### src/rtl/spi_slave_handler.sv
// spi_slave_handler: SPI mode-0 slave (MSB first) attached to the command bus.
// The host preloads a TX buffer (cmd 0x14) that an external master reads on
// MISO, and enables upload (cmd 0x15) of bytes received on MOSI through a
// small FIFO. SPI pins are oversampled in the clk domain (spi_clk <= clk/8).
// Optional build macro: SPI_SLAVE_MISO_TRISTATE_EN -- when defined, spi_miso
// is released (1'bz) while the slave is deselected so the line can be shared.
// TX_BUF_DEPTH and RX_FIFO_DEPTH are expected to be powers of two.
module spi_slave_handler #(
   parameter int         TX_BUF_DEPTH  = 256,
   parameter int         RX_FIFO_DEPTH = 16,
   parameter logic [7:0] UPLOAD_SOURCE = 8'h14
) (
   input  logic        clk,
   input  logic        rst_n,
   input  logic [7:0]  cmd_type,
   input  logic [15:0] cmd_length,
   input  logic [7:0]  cmd_data,
   input  logic [15:0] cmd_data_index,
   input  logic        cmd_start,
   input  logic        cmd_data_valid,
   input  logic        cmd_done,
   output logic        cmd_ready,
   input  logic        spi_clk,
   input  logic        spi_cs_n,
   input  logic        spi_mosi,
   output logic        spi_miso,
   output logic        upload_active,
   output logic        upload_req,
   output logic [7:0]  upload_data,
   output logic [7:0]  upload_source,
   output logic        upload_valid,
   input  logic        upload_ready
);

   localparam int TX_AW = $clog2(TX_BUF_DEPTH);
   localparam int RX_AW = $clog2(RX_FIFO_DEPTH);
   localparam logic [15:0]    TX_DEPTH_W = 16'(TX_BUF_DEPTH);
   localparam logic [RX_AW:0] RX_FULL_W  = (RX_AW + 1)'(RX_FIFO_DEPTH);
   localparam logic [RX_AW-1:0] PTR_ONE  = {{(RX_AW - 1){1'b0}}, 1'b1};
   localparam logic [RX_AW:0]   CNT_ONE  = {{RX_AW{1'b0}}, 1'b1};
   localparam logic [7:0] CMD_TX_LOAD   = 8'h14;
   localparam logic [7:0] CMD_UPLOAD_EN = 8'h15;

   typedef enum logic [0:0] {
      ST_IDLE = 1'b0,
      ST_RECV = 1'b1
   } state_t;

   // command side
   state_t      state_r;
   state_t      state_next_s;
   logic        cmd_ready_r;
   logic        cmd_accept_s;
   logic        tx_wr_s;
   logic        en_wr_s;
   logic [7:0]  cmd_type_r;
   logic [15:0] tx_len_r;
   logic        upload_en_r;
   logic [7:0]  tx_buf_r [TX_BUF_DEPTH];

   // SPI side: pipe[0]=first flop, pipe[1]=synced value, pipe[2]=previous synced value
   logic [2:0]  sclk_pipe_r;
   logic [2:0]  cs_pipe_r;
   logic [1:0]  mosi_pipe_r;
   logic        sclk_rise_s;
   logic        sclk_fall_s;
   logic        cs_fall_s;
   logic        cs_rise_s;
   logic        active_r;
   logic [2:0]  bit_cnt_r;
   logic [15:0] tx_ptr_r;
   logic [6:0]  tx_rem_r;
   logic [6:0]  rx_shift_r;
   logic        miso_r;
   logic [7:0]  rx_byte_s;
   logic        byte_done_s;
   logic [7:0]  first_byte_s;
   logic [7:0]  next_tx_byte_s;

   // receive FIFO
   logic [7:0]       fifo_mem_r [RX_FIFO_DEPTH];
   logic [RX_AW-1:0] wr_ptr_r;
   logic [RX_AW-1:0] rd_ptr_r;
   logic [RX_AW:0]   count_r;
   logic [RX_AW:0]   count_next_s;
   logic             valid_r;
   logic             push_s;
   logic             pop_s;

   // Command FSM state register; cmd_ready is registered from the next state
   always_ff @(posedge clk) begin
      if (!rst_n) begin
         state_r     <= ST_IDLE;
         cmd_ready_r <= 1'b1;
      end else begin
         state_r     <= state_next_s;
         cmd_ready_r <= (state_next_s != ST_RECV);
      end
   end

   // Command FSM next-state and command decode strobes
   always_comb begin
      state_next_s = state_r;
      cmd_accept_s = 1'b0;
      tx_wr_s      = 1'b0;
      en_wr_s      = 1'b0;
      case (state_r)
         ST_IDLE: begin
            if (cmd_start && ((cmd_type == CMD_TX_LOAD) || (cmd_type == CMD_UPLOAD_EN))) begin
               state_next_s = ST_RECV;
               cmd_accept_s = 1'b1;
            end else begin
               state_next_s = ST_IDLE;
            end
         end
         ST_RECV: begin
            tx_wr_s = rst_n && cmd_data_valid && (cmd_type_r == CMD_TX_LOAD);
            en_wr_s = cmd_data_valid && (cmd_type_r == CMD_UPLOAD_EN) && (cmd_data_index == 16'h0000);
            if (cmd_done) begin
               state_next_s = ST_IDLE;
            end else begin
               state_next_s = ST_RECV;
            end
         end
         default: begin
            state_next_s = ST_IDLE;
         end
      endcase
   end

   // Latch command type, TX length and upload enable
   always_ff @(posedge clk) begin
      if (!rst_n) begin
         cmd_type_r  <= 8'h00;
         tx_len_r    <= 16'h0000;
         upload_en_r <= 1'b0;
      end else begin
         if (cmd_accept_s) begin
            cmd_type_r <= cmd_type;
            if (cmd_type == CMD_TX_LOAD) begin
               tx_len_r <= (cmd_length > TX_DEPTH_W) ? TX_DEPTH_W : cmd_length;
            end
         end
         if (en_wr_s) begin
            upload_en_r <= cmd_data[0];
         end
      end
   end

   // TX preload buffer write; the index wraps modulo the buffer depth
   always_ff @(posedge clk) begin
      if (tx_wr_s) begin
         tx_buf_r[cmd_data_index[TX_AW-1:0]] <= cmd_data;
      end
   end

   // Edge detection on synchronized SPI pins and TX byte selection
   always_comb begin
      sclk_rise_s = sclk_pipe_r[1] & ~sclk_pipe_r[2];
      sclk_fall_s = ~sclk_pipe_r[1] & sclk_pipe_r[2];
      cs_fall_s   = ~cs_pipe_r[1] & cs_pipe_r[2];
      cs_rise_s   = cs_pipe_r[1] & ~cs_pipe_r[2];
      rx_byte_s   = {rx_shift_r, mosi_pipe_r[1]};
      byte_done_s = active_r && !cs_rise_s && !cs_fall_s && sclk_rise_s && (bit_cnt_r == 3'd7);
      if (tx_len_r != 16'h0000) begin
         first_byte_s = tx_buf_r[{TX_AW{1'b0}}];
      end else begin
         first_byte_s = 8'hFF;
      end
      if (tx_ptr_r < tx_len_r) begin
         next_tx_byte_s = tx_buf_r[tx_ptr_r[TX_AW-1:0]];
      end else begin
         next_tx_byte_s = 8'hFF;
      end
   end

   // SPI synchronizers, bit counter and shift registers; CS must fall to start
   always_ff @(posedge clk) begin
      if (!rst_n) begin
         sclk_pipe_r <= 3'b000;
         cs_pipe_r   <= 3'b000;
         mosi_pipe_r <= 2'b00;
         active_r    <= 1'b0;
         bit_cnt_r   <= 3'd0;
         tx_ptr_r    <= 16'h0000;
         tx_rem_r    <= 7'h7F;
         rx_shift_r  <= 7'h00;
         miso_r      <= 1'b1;
      end else begin
         sclk_pipe_r <= {sclk_pipe_r[1:0], spi_clk};
         cs_pipe_r   <= {cs_pipe_r[1:0], spi_cs_n};
         mosi_pipe_r <= {mosi_pipe_r[0], spi_mosi};
         if (cs_fall_s) begin
            active_r  <= 1'b1;
            bit_cnt_r <= 3'd0;
            tx_ptr_r  <= 16'h0000;
            miso_r    <= first_byte_s[7];
            tx_rem_r  <= first_byte_s[6:0];
         end else if (!active_r || cs_rise_s) begin
            active_r <= 1'b0;
            miso_r   <= 1'b1;
         end else if (sclk_rise_s) begin
            rx_shift_r <= rx_byte_s[6:0];
            if (bit_cnt_r == 3'd7) begin
               bit_cnt_r <= 3'd0;
               if (tx_ptr_r != 16'hFFFF) begin
                  tx_ptr_r <= tx_ptr_r + 16'h0001;
               end
            end else begin
               bit_cnt_r <= bit_cnt_r + 3'd1;
            end
         end else if (sclk_fall_s) begin
            if (bit_cnt_r == 3'd0) begin
               miso_r   <= next_tx_byte_s[7];
               tx_rem_r <= next_tx_byte_s[6:0];
            end else begin
               miso_r   <= tx_rem_r[6];
               tx_rem_r <= {tx_rem_r[5:0], 1'b1};
            end
         end
      end
   end

   // FIFO push/pop decisions and next occupancy
   always_comb begin
      pop_s        = valid_r && upload_ready;
      push_s       = byte_done_s && upload_en_r && ((count_r != RX_FULL_W) || pop_s);
      count_next_s = count_r;
      case ({push_s, pop_s})
         2'b10:   count_next_s = count_r + CNT_ONE;
         2'b01:   count_next_s = count_r - CNT_ONE;
         default: count_next_s = count_r;
      endcase
   end

   // FIFO pointers, occupancy and registered valid flag
   always_ff @(posedge clk) begin
      if (!rst_n) begin
         wr_ptr_r <= {RX_AW{1'b0}};
         rd_ptr_r <= {RX_AW{1'b0}};
         count_r  <= {(RX_AW + 1){1'b0}};
         valid_r  <= 1'b0;
      end else begin
         if (push_s) begin
            wr_ptr_r <= wr_ptr_r + PTR_ONE;
         end
         if (pop_s) begin
            rd_ptr_r <= rd_ptr_r + PTR_ONE;
         end
         count_r <= count_next_s;
         valid_r <= (count_next_s != {(RX_AW + 1){1'b0}});
      end
   end

   // FIFO storage write
   always_ff @(posedge clk) begin
      if (push_s) begin
         fifo_mem_r[wr_ptr_r] <= rx_byte_s;
      end
   end

   assign cmd_ready     = cmd_ready_r;
   assign upload_valid  = valid_r;
   assign upload_req    = valid_r;
   assign upload_active = valid_r;
   assign upload_data   = valid_r ? fifo_mem_r[rd_ptr_r] : 8'h00;
   assign upload_source = UPLOAD_SOURCE;

`ifdef SPI_SLAVE_MISO_TRISTATE_EN
   assign spi_miso = active_r ? miso_r : 1'bz;
`else
   assign spi_miso = miso_r;
`endif

endmodule

### config.mk
export PLATFORM = sky130hd
export DESIGN_NAME = spi_slave_handler
export DESIGN_NICKNAME = d
export VERILOG_FILES = /design/src/rtl/spi_slave_handler.sv
export SDC_FILE = /design/constraint.sdc
export NUM_CORES = 2
export LEC_CHECK = 0
export CAP_MARGIN = 0
export CELL_PAD_IN_SITES_DETAIL_PLACEMENT = 1
export CELL_PAD_IN_SITES_GLOBAL_PLACEMENT = 1
export CORE_UTILIZATION = 33
export DETAILED_ROUTE_END_ITERATION = 10
export PLACE_DENSITY = 0.48
export SYNTH_ARGS = -nofsm -noshare
export SYNTH_HDL_FRONTEND = slang
export SYNTH_SLANG_ARGS = --single-unit
### constraint.sdc
create_clock -name clk -period 3.6 [get_ports clk]
set_input_delay 0.36 -clock clk [delete_from_list [all_inputs] [get_ports clk]]
set_output_delay 0.36 -clock clk [all_outputs]
set_load 0.01 [all_outputs]
==> impl_metrics.json <==
{
  "start_kind": "register",
  "synth_async_sr_flop_share_pct": 0,
  "first_iter_violations": 4022,
  "yosys.area_share.xor_xnor_pct": 0.198,
  "synth_flop_cell": "edfxtp_1",
  "leakagePower_uw": 0.0332,
  "synth-compound-area-share_pct": 2.35,
  "required_ns": 4.28,
  "core-area_um2": 266000,
  "worst-path-buf-inv": 3,
  "gp_routability_congestion": 0.795,
  "path_max_fanout": 10,
  "yosysSeqAreaShare_pct": 76.1,
  "synth-simple-area-share_pct": 3.38,
  "synth_top_family_by_area": "multiplexers",
  "drive_gt1_share_pct": 31.1,
  "globalRouteTotalUtil_pct": 19.4,
  "netlist.area_leader.share_pct": 74.0,
  "number_of_max_cap_violations": 0,
  "detail-route-antenna-nets": 0,
  "worstSetupEndpointType": "register",
  "num_vias": 45100,
  "yosysWarnings": 0,
  "critical_path_arrival_ns": 4.22,
  "worstSkewPairLatency_ns": 0.85,
  "path_cells": "buf_12 > buf_4 > mux4_2 > mux4_2 > o21ai_0 > a21oi_1 > buf_4 > nor2_1 > a41oi_1",
  "drcViolationCount": 0,
  "grt_first_pass_wirelength_um": 372000,
  "dp.final_hpwl_um": 172000,
  "timing.final.crit_period_ns": 3.54,
  "routed_wl_um": 263000,
  "synth_enable_flop_cells": 2176,
  "tightestPinTransition_ns": 1.31,
  "worst-setup-path-type": "reg -> reg",
  "synth_top_cell_by_area": "edfxtp_1",
  "synth_fa_ha_area_share_pct": 0.405,
  "clock-sinks": 2272,
  "netlist_area_um2": 88400,
  "timing.final.crit_share_pct": 98.3,
  "critPathSlowestCell": "mux4_2",
  "hp-class": "in -> reg",
  "std_cell_rows": 189,
  "fmax_ghz": 0.282,
  "routed_wire_length_per_instance_um": 30.3,
  "tritoncts": "built",
  "synthDistinctLibCells": 64,
  "design.die.area_um2": 270000,
  "num-nets-final": 5007,
  "status": "complete, no violations",
  "synth-seq-cells": 2272,
  "finalPower_uw": 55800,
  "grt_pass1_vias": 47500,
  "cellPowerDensity_nw_per_um2": 526,
  "post_synth.cell_area_avg_um2": 20.9,
  "detail_route.first_pass.iterations": 5,
  "peakVddDrop_mv": 0.414,
  "regToRegSetupSlack_ns": 0.06,
  "finalMaxSlewViolations": 0,
  "synth_top_cells_by_area": "edfxtp_1 74%, mux4_2 15%, dfxtp_1 2.2%",
  "htree_levels": 5,
  "finalSetupViolations": 0,
  "synthTopCellsByCount": "2176 x edfxtp_1, 581 x mux4_2, 324 x nor2_1",
  "floorplan.die.width_um": 519,
  "initial_antenna_violation_count": 13,
  "post_drt_via_cell_ratio": 5.21,
  "io_buffers": 69,
  "start_util_pct": 33.2,
  "gr-total-overflow": 0,
  "post_cts_hold_buffer_count": 0,
  "cts_buffer_depth": 4,
  "crit_family": "multiplexers",
  "fin_skew_ns": 0.0675,
  "floorplan.die.height_um": 519,
  "post_synth_mux_area_share_pct": 16.0,
  "synthToLayoutAreaGrowth_pct": 20.0,
  "rsz_0062_raised_after_global_routing": "no",
  "design.portCount": 78,
  "holdWs_ns": 0.0492,
  "synthCells": 4220,
  "fin_tns_setup_ns": 0,
  "hold_violations": 0,
  "cts_inserted_buffers": 267,
  "slowest_delay_ns": 0.57,
  "yosys.cell_count.top_type": "edfxtp_1",
  "grt_max_degree": 119,
  "max_slew_margin_pct": 12.7,
  "clockRootBuffer": "clkbuf_16",
  "cell_area_after_placement_um2": 97600,
  "worst_setup_hold_path_clk_slew_ns": 0.06,
  "finish.instance_area_um2": 106000
}
## cell families (layout without fill, tap and decap cells)
family | Yosys count | in the layout
simple gates | 655 | 655
other cells | 2 | 9
compound gates | 294 | 294
flops | 2272 | 2272
buf+inv | 274 | 1171
fa+ha+maj | 28 | 28
mux | 675 | 675
xor+xnor | 20 | 20
## flip-flops by register name, summed over array words and instances, names as in the netlist, 5 cells and up, named ones only
signal / flops
tx_buf_r: 2048
tx_ptr_r: 16
rx_shift_r: 7
cmd_type_r: 8
tx_rem_r: 7
tx_len_r: 16
fifo_mem_r: 128
count_r: 5
## per-stage QoR
step,util (%),instances,setup WS [ns]
global route,39.9,8657,0.00382
detailed placement,36.7,8178,-0.466
global placement,36.7,8178,-0.531
CTS,39.9,8655,0.00303
finish,39.9,8657,0.0600
floorplan,-,4226,0.854
## repair_timing
action,in CTS,in global routing
gates cloned,1,1
endpoints found under the setup margin,14,7
endpoints found under the hold margin,0,0
setup buffers,6,0
gates resized for setup,11,9
## per-layer routing
layer | part of all wire (%) | GRT usage, %
met5 | 0.0019 | 0
met4 | 2.4 | 4.67
met3 | 4.8 | 2.85
met2 | 48 | 31.6
met1 | 45 | 27.3
## layout make-up
type                            instances  area, µm²
Multi-Input combinational cell       1680      19900
Clock buffer                          337       7130
Timing Repair Buffer                  668       6030
Fill cell                           25400     160000
Clock inverter                        133       1080
Sequential cell                      2272      67300
Antenna cell                            1       2.50
Inverter                               33        128
Tap cell                             3533       4420
## final timing paths
path	endpoint	depth (start not counted)	from
worst max-delay path	tx_rem_r[2]$_SDFFE_PN1P_	9	register
worst max register to register	tx_rem_r[2]$_SDFFE_PN1P_	9	register
worst min-delay path	tx_buf_r[218][4]$_DFFE_PP_	1	cmd_data[4]
worst min register to register	mosi_pipe_r[1]$_SDFF_PN0_	1	mosi_pipe_r[0]$_SDFF_PN0_
## report_power, final
part | switching (µW) | leakage, µW | internal (µW)
combinational | 719 | 0.00885 | 354
clock | 10700 | 0.00403 | 15100
sequential | 27.3 | 0.0203 | 28900
total | 11400 | 0.0332 | 44300
## cells in the final DEF, fill, tap and decap left out, types with 22 or more instances in the layout
master,instances
nor2b_1,29
a221oi_1,31
nand3_1,34
inv_1,31
clkbuf_16,276
buf_4,535
clkinv_1,52
clkinv_2,49
a22oi_1,62
nor2_1,323
clkbuf_1,60
dfxtp_1,89
o21ai_0,33
clkdlybuf4s50_1,59
ha_1,27
and2_1,38
mux4_2,581
buf_12,60
nand2_1,103
a21oi_1,50
a22o_1,22
mux2i_1,84
edfxtp_1,2176
No activity file was read; power rests on OpenSTA's default activity.
